--- config.mk ---
export PLATFORM = sky130hd
export DESIGN_NAME = diff_core_loader
export DESIGN_NICKNAME = d
export VERILOG_FILES = /design/src/rtl/diff_core_loader.sv
export SDC_FILE = /design/constraint.sdc
export NUM_CORES = 1
export LEC_CHECK = 0
export CORE_AREA = 2 2 286 288
export DETAILED_ROUTE_END_ITERATION = 12
export DIE_AREA = 0 0 288 290
export GPL_ROUTABILITY_DRIVEN = 0
export PLACE_DENSITY = 0.39
export SKIP_CTS_REPAIR_TIMING = 1
export SYNTH_ARGS = -nofsm -noshare
export SYNTH_HDL_FRONTEND = slang
export SYNTH_SLANG_ARGS = --single-unit
--- constraint.sdc ---
create_clock -name clk -period 3.79 [get_ports clk]
set_clock_uncertainty 0.05 [all_clocks]
set_input_delay 0.379 -clock clk [delete_from_list [all_inputs] [get_ports clk]]
set_output_delay 0.379 -clock clk [all_outputs]
set_load 0.02 [all_outputs]
--- src/rtl/diff_core_loader.sv ---
// diff_core_loader
// Streams feature-map and guard words from a single 72-bit upstream channel
// into per-column buffers (column-major), then launches the compute core and
// waits for its completion pulse. Write ports are fully registered.
module diff_core_loader #(
  parameter int CONF_PE_COL          = 4,
  parameter int CONF_FM_BUF_DEPTH    = 256,
  parameter int CONF_GUARD_BUF_DEPTH = 64,
  localparam int FAW = $clog2(CONF_FM_BUF_DEPTH),
  localparam int GAW = $clog2(CONF_GUARD_BUF_DEPTH)
) (
  input  logic                              clk,
  input  logic                              rst,
  input  logic                              start,
  input  logic [FAW:0]                      fm_words_i,
  input  logic [GAW:0]                      gd_words_i,
  input  logic                              bit_mode_i,
  input  logic                              is_diff_i,
  input  logic                              s_valid,
  output logic                              s_ready,
  input  logic [71:0]                       s_data,
  output logic [CONF_PE_COL-1:0][FAW-1:0]   load_fm_wr_addr,
  output logic [CONF_PE_COL-1:0][71:0]      load_fm_din,
  output logic [CONF_PE_COL-1:0]            load_fm_wr_en,
  output logic [CONF_PE_COL-1:0][GAW-1:0]   load_gd_wr_addr,
  output logic [CONF_PE_COL-1:0][71:0]      load_gd_din,
  output logic [CONF_PE_COL-1:0]            load_gd_wr_en,
  output logic                              core_valid,
  input  logic                              core_ready,
  input  logic                              core_finish,
  output logic                              core_bit_mode_i,
  output logic                              core_is_diff_i,
  output logic                              busy,
  output logic                              done
);

  localparam int CW = (CONF_PE_COL > 1) ? $clog2(CONF_PE_COL) : 1;
  // One address counter serves both phases, so it is sized for the larger buffer.
  localparam int AW = (FAW > GAW) ? FAW : GAW;

  localparam logic [2:0] ST_IDLE    = 3'd0;
  localparam logic [2:0] ST_LOAD_FM = 3'd1;
  localparam logic [2:0] ST_LOAD_GD = 3'd2;
  localparam logic [2:0] ST_LAUNCH  = 3'd3;
  localparam logic [2:0] ST_RUN     = 3'd4;

  // Column select decoded to a one-hot write-enable vector.
  function automatic logic [CONF_PE_COL-1:0] col_onehot(input logic [CW-1:0] col);
    logic [CONF_PE_COL-1:0] v;
    v      = {CONF_PE_COL{1'b0}};
    v[col] = 1'b1;
    return v;
  endfunction

  logic [2:0]             state_q, state_d;
  logic [FAW:0]           fm_n_q, fm_n_d;
  logic [GAW:0]           gd_n_q, gd_n_d;
  logic                   bit_mode_q, bit_mode_d;
  logic                   is_diff_q, is_diff_d;
  logic [CW-1:0]          col_q, col_d;
  logic [AW-1:0]          addr_q, addr_d;

  logic [CONF_PE_COL-1:0] fm_wr_en_q, fm_wr_en_d;
  logic [CONF_PE_COL-1:0] gd_wr_en_q, gd_wr_en_d;
  logic [AW-1:0]          wr_addr_q, wr_addr_d;
  logic [71:0]            din_q, din_d;

  logic                   s_ready_q;
  logic                   busy_q;
  logic                   core_valid_q;
  logic                   done_q;

  logic [FAW:0]           fm_clamp_s;
  logic [GAW:0]           gd_clamp_s;
  logic [AW:0]            phase_n_s;
  logic                   last_addr_s;
  logic                   last_col_s;
  logic                   accept_s;

  assign accept_s    = s_valid && s_ready_q;
  assign last_addr_s = ({1'b0, addr_q} == (phase_n_s - (AW+1)'(1)));
  assign last_col_s  = (col_q == CW'(CONF_PE_COL - 1));

  // Clamp requested word counts to the physical buffer depths.
  always_comb begin
    if (fm_words_i > (FAW+1)'(CONF_FM_BUF_DEPTH)) begin
      fm_clamp_s = (FAW+1)'(CONF_FM_BUF_DEPTH);
    end else begin
      fm_clamp_s = fm_words_i;
    end
    if (gd_words_i > (GAW+1)'(CONF_GUARD_BUF_DEPTH)) begin
      gd_clamp_s = (GAW+1)'(CONF_GUARD_BUF_DEPTH);
    end else begin
      gd_clamp_s = gd_words_i;
    end
  end

  // Words per column of the phase currently being loaded.
  always_comb begin
    if (state_q == ST_LOAD_GD) begin
      phase_n_s = (AW+1)'(gd_n_q);
    end else begin
      phase_n_s = (AW+1)'(fm_n_q);
    end
  end

  // Job FSM: latches the job on start, walks col/addr per accepted beat.
  always_comb begin
    state_d    = state_q;
    fm_n_d     = fm_n_q;
    gd_n_d     = gd_n_q;
    bit_mode_d = bit_mode_q;
    is_diff_d  = is_diff_q;
    col_d      = col_q;
    addr_d     = addr_q;
    case (state_q)
      ST_IDLE: begin
        if (start) begin
          fm_n_d     = fm_clamp_s;
          gd_n_d     = gd_clamp_s;
          bit_mode_d = bit_mode_i;
          is_diff_d  = is_diff_i;
          col_d      = {CW{1'b0}};
          addr_d     = {AW{1'b0}};
          if (fm_clamp_s != {(FAW+1){1'b0}}) begin
            state_d = ST_LOAD_FM;
          end else if (gd_clamp_s != {(GAW+1){1'b0}}) begin
            state_d = ST_LOAD_GD;
          end else begin
            state_d = ST_LAUNCH;
          end
        end else begin
          state_d = ST_IDLE;
        end
      end
      ST_LOAD_FM, ST_LOAD_GD: begin
        if (accept_s) begin
          if (last_addr_s) begin
            addr_d = {AW{1'b0}};
            if (last_col_s) begin
              col_d = {CW{1'b0}};
              if ((state_q == ST_LOAD_FM) && (gd_n_q != {(GAW+1){1'b0}})) begin
                state_d = ST_LOAD_GD;
              end else begin
                state_d = ST_LAUNCH;
              end
            end else begin
              col_d = col_q + CW'(1);
            end
          end else begin
            addr_d = addr_q + AW'(1);
          end
        end else begin
          state_d = state_q;
        end
      end
      ST_LAUNCH: begin
        if (core_valid_q && core_ready) begin
          state_d = ST_RUN;
        end else begin
          state_d = ST_LAUNCH;
        end
      end
      ST_RUN: begin
        if (core_finish) begin
          state_d = ST_IDLE;
        end else begin
          state_d = ST_RUN;
        end
      end
      default: begin
        state_d = ST_IDLE;
      end
    endcase
  end

  // Next write-port contents: an accepted beat is presented one cycle later.
  always_comb begin
    fm_wr_en_d = {CONF_PE_COL{1'b0}};
    gd_wr_en_d = {CONF_PE_COL{1'b0}};
    wr_addr_d  = wr_addr_q;
    din_d      = din_q;
    if (accept_s) begin
      wr_addr_d = addr_q;
      din_d     = s_data;
      if (state_q == ST_LOAD_FM) begin
        fm_wr_en_d = col_onehot(col_q);
      end else begin
        gd_wr_en_d = col_onehot(col_q);
      end
    end else begin
      wr_addr_d = wr_addr_q;
    end
  end

  // FSM state, latched job parameters and the column/address counters.
  always_ff @(posedge clk or posedge rst) begin
    if (rst) begin
      state_q    <= ST_IDLE;
      fm_n_q     <= {(FAW+1){1'b0}};
      gd_n_q     <= {(GAW+1){1'b0}};
      bit_mode_q <= 1'b0;
      is_diff_q  <= 1'b0;
      col_q      <= {CW{1'b0}};
      addr_q     <= {AW{1'b0}};
    end else begin
      state_q    <= state_d;
      fm_n_q     <= fm_n_d;
      gd_n_q     <= gd_n_d;
      bit_mode_q <= bit_mode_d;
      is_diff_q  <= is_diff_d;
      col_q      <= col_d;
      addr_q     <= addr_d;
    end
  end

  // Registered buffer write ports shared by every column.
  always_ff @(posedge clk or posedge rst) begin
    if (rst) begin
      fm_wr_en_q <= {CONF_PE_COL{1'b0}};
      gd_wr_en_q <= {CONF_PE_COL{1'b0}};
      wr_addr_q  <= {AW{1'b0}};
      din_q      <= 72'd0;
    end else begin
      fm_wr_en_q <= fm_wr_en_d;
      gd_wr_en_q <= gd_wr_en_d;
      wr_addr_q  <= wr_addr_d;
      din_q      <= din_d;
    end
  end

  // Registered status and handshake outputs decoded from the next state.
  // core_valid is raised the cycle after LAUNCH is entered so the last
  // buffer write has already landed before the core is asked to start.
  always_ff @(posedge clk or posedge rst) begin
    if (rst) begin
      s_ready_q    <= 1'b0;
      busy_q       <= 1'b0;
      core_valid_q <= 1'b0;
      done_q       <= 1'b0;
    end else begin
      s_ready_q    <= (state_d == ST_LOAD_FM) || (state_d == ST_LOAD_GD);
      busy_q       <= (state_d != ST_IDLE);
      core_valid_q <= (state_q == ST_LAUNCH) && !(core_valid_q && core_ready);
      done_q       <= (state_q == ST_RUN) && core_finish;
    end
  end

  for (genvar c = 0; c < CONF_PE_COL; c++) begin : g_col
    assign load_fm_wr_addr[c] = wr_addr_q[FAW-1:0];
    assign load_fm_din[c]     = din_q;
    assign load_gd_wr_addr[c] = wr_addr_q[GAW-1:0];
    assign load_gd_din[c]     = din_q;
  end

  assign load_fm_wr_en   = fm_wr_en_q;
  assign load_gd_wr_en   = gd_wr_en_q;
  assign s_ready         = s_ready_q;
  assign busy            = busy_q;
  assign core_valid      = core_valid_q;
  assign done            = done_q;
  assign core_bit_mode_i = bit_mode_q;
  assign core_is_diff_i  = is_diff_q;

endmodule

==> results by stage <==
Synth:
- The share of synthesized area occupied by flip-flops and latches is 31.9%.
- The dominant synthesized flop cell is dfrtp_1.
- The post-synth net total is 1,260.
- The number of synthesized flops with an enable pin is 0.
- The netlist uses 51 different library cells.
- Synthesis produced a netlist whose cell count is 1,158.
- Synthesis inferred 123 register bits.
- The mean instance size in the synthesized netlist is 8.32 um^2.
- After synthesis the cells add up to 0.00964 mm^2.
- The Yosys warning count is 0.
- For this run, asynchronously set or reset flops after synthesis account for 100%.

GRT:
- The total overflow left after global routing is 0.
- Entering global routing, the biggest net connects 84 pins.
- The via count of the first global-routing pass is 6,919.
- The number of antenna violations at the first check in global routing is 2.
- The first global-routing pass estimated 51.5 mm of wire.
- Across every metal layer, demand over resource in global routing totals 8.57%.

Cells and area:
- The filler cells instantiated in the layout total 8,921.
- The proportion of layout cells with a drive suffix above 1 is 3.91%.
- Excluding fillers, the count of instances in the completed layout stands at 2,415.
- For this run, the post-layout net count is 1,443.
- Compared with the post-synthesis result, the final layout area differs by 53.4%.

Critical path:
- Walking the worst path, the cells encountered are nor3b_4 -> mux2i_1 -> ha_1 -> nand2b_1 -> a21oi_1 -> a221oi_1 -> nor4_1 -> and4_1 -> a31oi_2 -> o21ai_0 -> o22ai_1.
- The data arrival time of the worst path is 3.72 ns.
- The data required time of the worst path is 4.12 ns.
- The worst setup path is of the reg -> reg kind.
- The element type at the critical path end is a flop.
- The reg-to-reg critical path startpoint is state_q[0]$_DFF_PP0_.
- The number of cells on the worst reg-to-reg path is 11.
- The slowest stage of the critical path belongs to the cell dfrtp_1.
- The end of the worst register-to-register path is addr_q[2]$_DFFE_PP0P_.
- The maximum fanout along the worst path is 10.
- STA classifies the critical path startpoint as a flop.
- The delay contributed by the slowest stage of the critical path is 0.52 ns.
- The worst register-to-register path has a setup slack of 0.39 ns.

Detailed routing:
- The met1 wire length is 15.0 mm.
- The number of DRC violations after detailed-routing iteration 0 is 366.
- The detailed-route DRC error count is 0.
- After detailed routing, the met3 layer carries 2.23 mm of wire.
- After detailed routing, the met2 layer carries 19.9 mm of wire.
- The vias after detailed routing is 7,226.
- The routed design has 37.3 mm of wire.
- Once detail routing completed, the nets flagged for antenna violations numbered 0.
- The number of vias per cell after detailed routing is 2.99.
- The highest routed metal layer is met4.
- Dividing the detail-routed wire length by the instance count gives 15.5 um.
- The first detailed-routing pass took 4 iterations.

Die:
- The number of I/O pins is 742.
- The total area inside the core boundary comes to 0.0802 mm^2.
- The effective utilization at floorplan is 12.0%.
- The die area is 0.0835 mm^2.
- The floorplan row count is 104.
- The die height is 290 um.
- The die is 288 um wide.

Timing:
- The final hold violation count is 0.
- Setup repair after global routing left no endpoint under its margin.
- The tightest slew margin relative to the limit is 32.2%.
- Subtracting the final worst setup slack from the clock period gives 3.40 ns.
- The count of final max-slew check failures was 0.
- Adding up every negative setup slack in the final design gives 0 ns.
- Dividing the final minimum period by the clock period gives 89.6%.
- The actual slew at the worst max-slew pin is 1.02 ns.
- Derived from the worst setup path, the maximum achievable clock frequency is 294 MHz.
- The final-report setup violation count is 0.

CTS:
- The TritonCTS sink count is 123.
- The maximum level of the CTS H-tree is 4.
- The number of buffers on the longest clock path is 2.
- The later pin in the worst-skew pair is clocked with a latency of 0.46 ns.
- The CTS tree is yes.
- The buffer type at the clock tree root is clkbuf_16.
- The number of buffers created by CTS is 17.
- After clock tree synthesis, the clock-pin slew on the worst setup and hold paths is 0.06 ns.

Worst hold path:
- The class of the most critical hold timing path is in -> async.

Place:
- The cell count after placement is 2,382.
- The number of buffer cells added on primary ports is 741.
- Detailed placement finished with a half-perimeter wire length of 29.7 mm.

Power:
- In this run the static leakage power is 5.87 nW.
- Dividing total power by cell area gives a power density of 1140 mW/mm^2.
- Of the total power, registers draw 19.1%.
- In this run the power spent charging and discharging nets is 0.00834 W.
- The logic gate share of total power is 70.2%.
- IR analysis of the VDD net gives a maximum drop of 314 uV.
- Overall power consumption after layout is estimated at 0.0168 W.
- The share of total power in the clock network is 10.7%.
- The switching power share of the total is 49.5%.
- The internal portion of the total power is 0.00851 W.

Run status:
- The run finished with clean final reports.

Run:
- The number of max-cap violations is 0.
[area by class of cell]
cell class,count,area (um^2),area share (%)
Tap cell,1060,1330,8.97
Antenna cell,1,2.50,0.0169
Multi-Input combinational cell,440,2230,15.1
Sequential cell,123,3080,20.8
Clock buffer,18,439,2.97
Inverter,11,46.3,0.313
Timing Repair Buffer,748,7480,50.6
Clock inverter,14,183,1.24
[synthesized netlist by cell type (all sizes together), types with 2 or more instances]
cell    number  area share [%]
buf        564              44
nand2      275              11
dfrtp      123              32
o21ai       27             1.4
clkbuf      20            0.78
nand2b      15            0.97
nor2        12            0.47
inv         11            0.43
xnor2       11             1.0
nor3        10            0.52
a21oi        9            0.47
and3         7            0.45
mux2i        7            0.86
ha           6            0.78
nand3        6            0.44
nor4         5            0.32
xor2         5            0.45
nand3b       4            0.31
o211ai       4            0.31
o22ai        4            0.26
a22o         3            0.27
or3          3            0.19
or4          3            0.27
and2         2            0.13
and4         2            0.19
nand4        2            0.13
[power by group through the flow]
stage / combinational (W) / clock, W / sequential, W
after global routing: 0.0124 / 0.00194 / 0.00343
after CTS: 0.0120 / 0.00191 / 0.00332
after floorplan: 0.00867 / 0 / 0.00313
final: 0.0118 / 0.00180 / 0.00322
after global placement: 0.0120 / 0 / 0.00326
after detailed placement: 0.0120 / 0 / 0.00334
[per-layer routing]
metal / up-vias / GRT usage [%]
li1: 3440 / -
met1: 3442 / 9.83
met2: 329 / 15.9
met3: 15 / 2.01
met4: 0 / 1.78
met5: - / 0
[critical path, delay by kind of cell (launching register included)]
family,cells,cell delay (ns)
mux,1,0.15
simple gates,4,0.85
flops,1,0.52
compound gates,5,1.49
fa+ha+maj,1,0.26
[sequential cells by signal, summed over array words and instances, names as in the netlist]
signal           flops
fm_n_q               9
din_q               72
busy                 1
gd_n_q               7
done                 1
load_fm_wr_en        4
state_q              3
core_valid           1
addr_q               8
core_bit_mode_i      1
load_gd_wr_en        4
wr_addr_q            8
core_is_diff_i       1
col_q                2
s_ready              1
[placed cells by master (no fill, tap or decap), types with 9 or more instances in the layout]
cell             count
nand2b_1            15
nand2_1            274
clkdlybuf4s50_1    741
clkbuf_16           17
inv_1               10
nor2_1              12
xnor2_1             11
nor3_1              10
o21ai_0             27
a21oi_1              9
dfrtp_1            123
[logic make-up (layout without fill, tap and decap cells)]
group / count (synthesis) / after routing / synth area share (%)
AOI/OAI and AO/OA: 56 / 56 / 3.82
DFF: 123 / 123 / 31.9
muxes: 8 / 8 / 0.974
adders and majority gates: 6 / 6 / 0.779
buffers and inverters: 595 / 791 / 45.0
xor gates and xnor gates: 16 / 16 / 1.45
and+or+nand+nor: 354 / 354 / 16.0
other: 0 / 1 / 0
[stage by stage]
stage | instance area (um^2) | hold WS, ns | util (%) | worst slack (ns)
finish | 14800 | 0.345 | 18.4 | 0.393
global route | 14800 | 0.347 | 18.4 | 0.0352
CTS | 14800 | 0.328 | 18.4 | 0.379
detailed placement | 14200 | 0.420 | 17.7 | 0.401
global placement | 14200 | 0.414 | 17.7 | 0.472
floorplan | 9640 | 0.419 | - | 0.0901
[how the worst max path moves through the flow]
stage | start | cells past startpoint | slack, ns | end
after floorplan | rst | 1 | 0.09 | addr_q[0]$_DFFE_PP0P_
after global placement | state_q[0]$_DFF_PP0_ | 11 | 0.47 | busy$_DFF_PP0_
after detailed placement | state_q[0]$_DFF_PP0_ | 11 | 0.40 | addr_q[0]$_DFFE_PP0P_
after CTS | state_q[0]$_DFF_PP0_ | 11 | 0.38 | addr_q[0]$_DFFE_PP0P_
after global routing | state_q[0]$_DFF_PP0_ | 11 | 0.04 | addr_q[4]$_DFFE_PP0P_
final | state_q[0]$_DFF_PP0_ | 11 | 0.39 | addr_q[2]$_DFFE_PP0P_
Power figures use the tool's default switching activity.
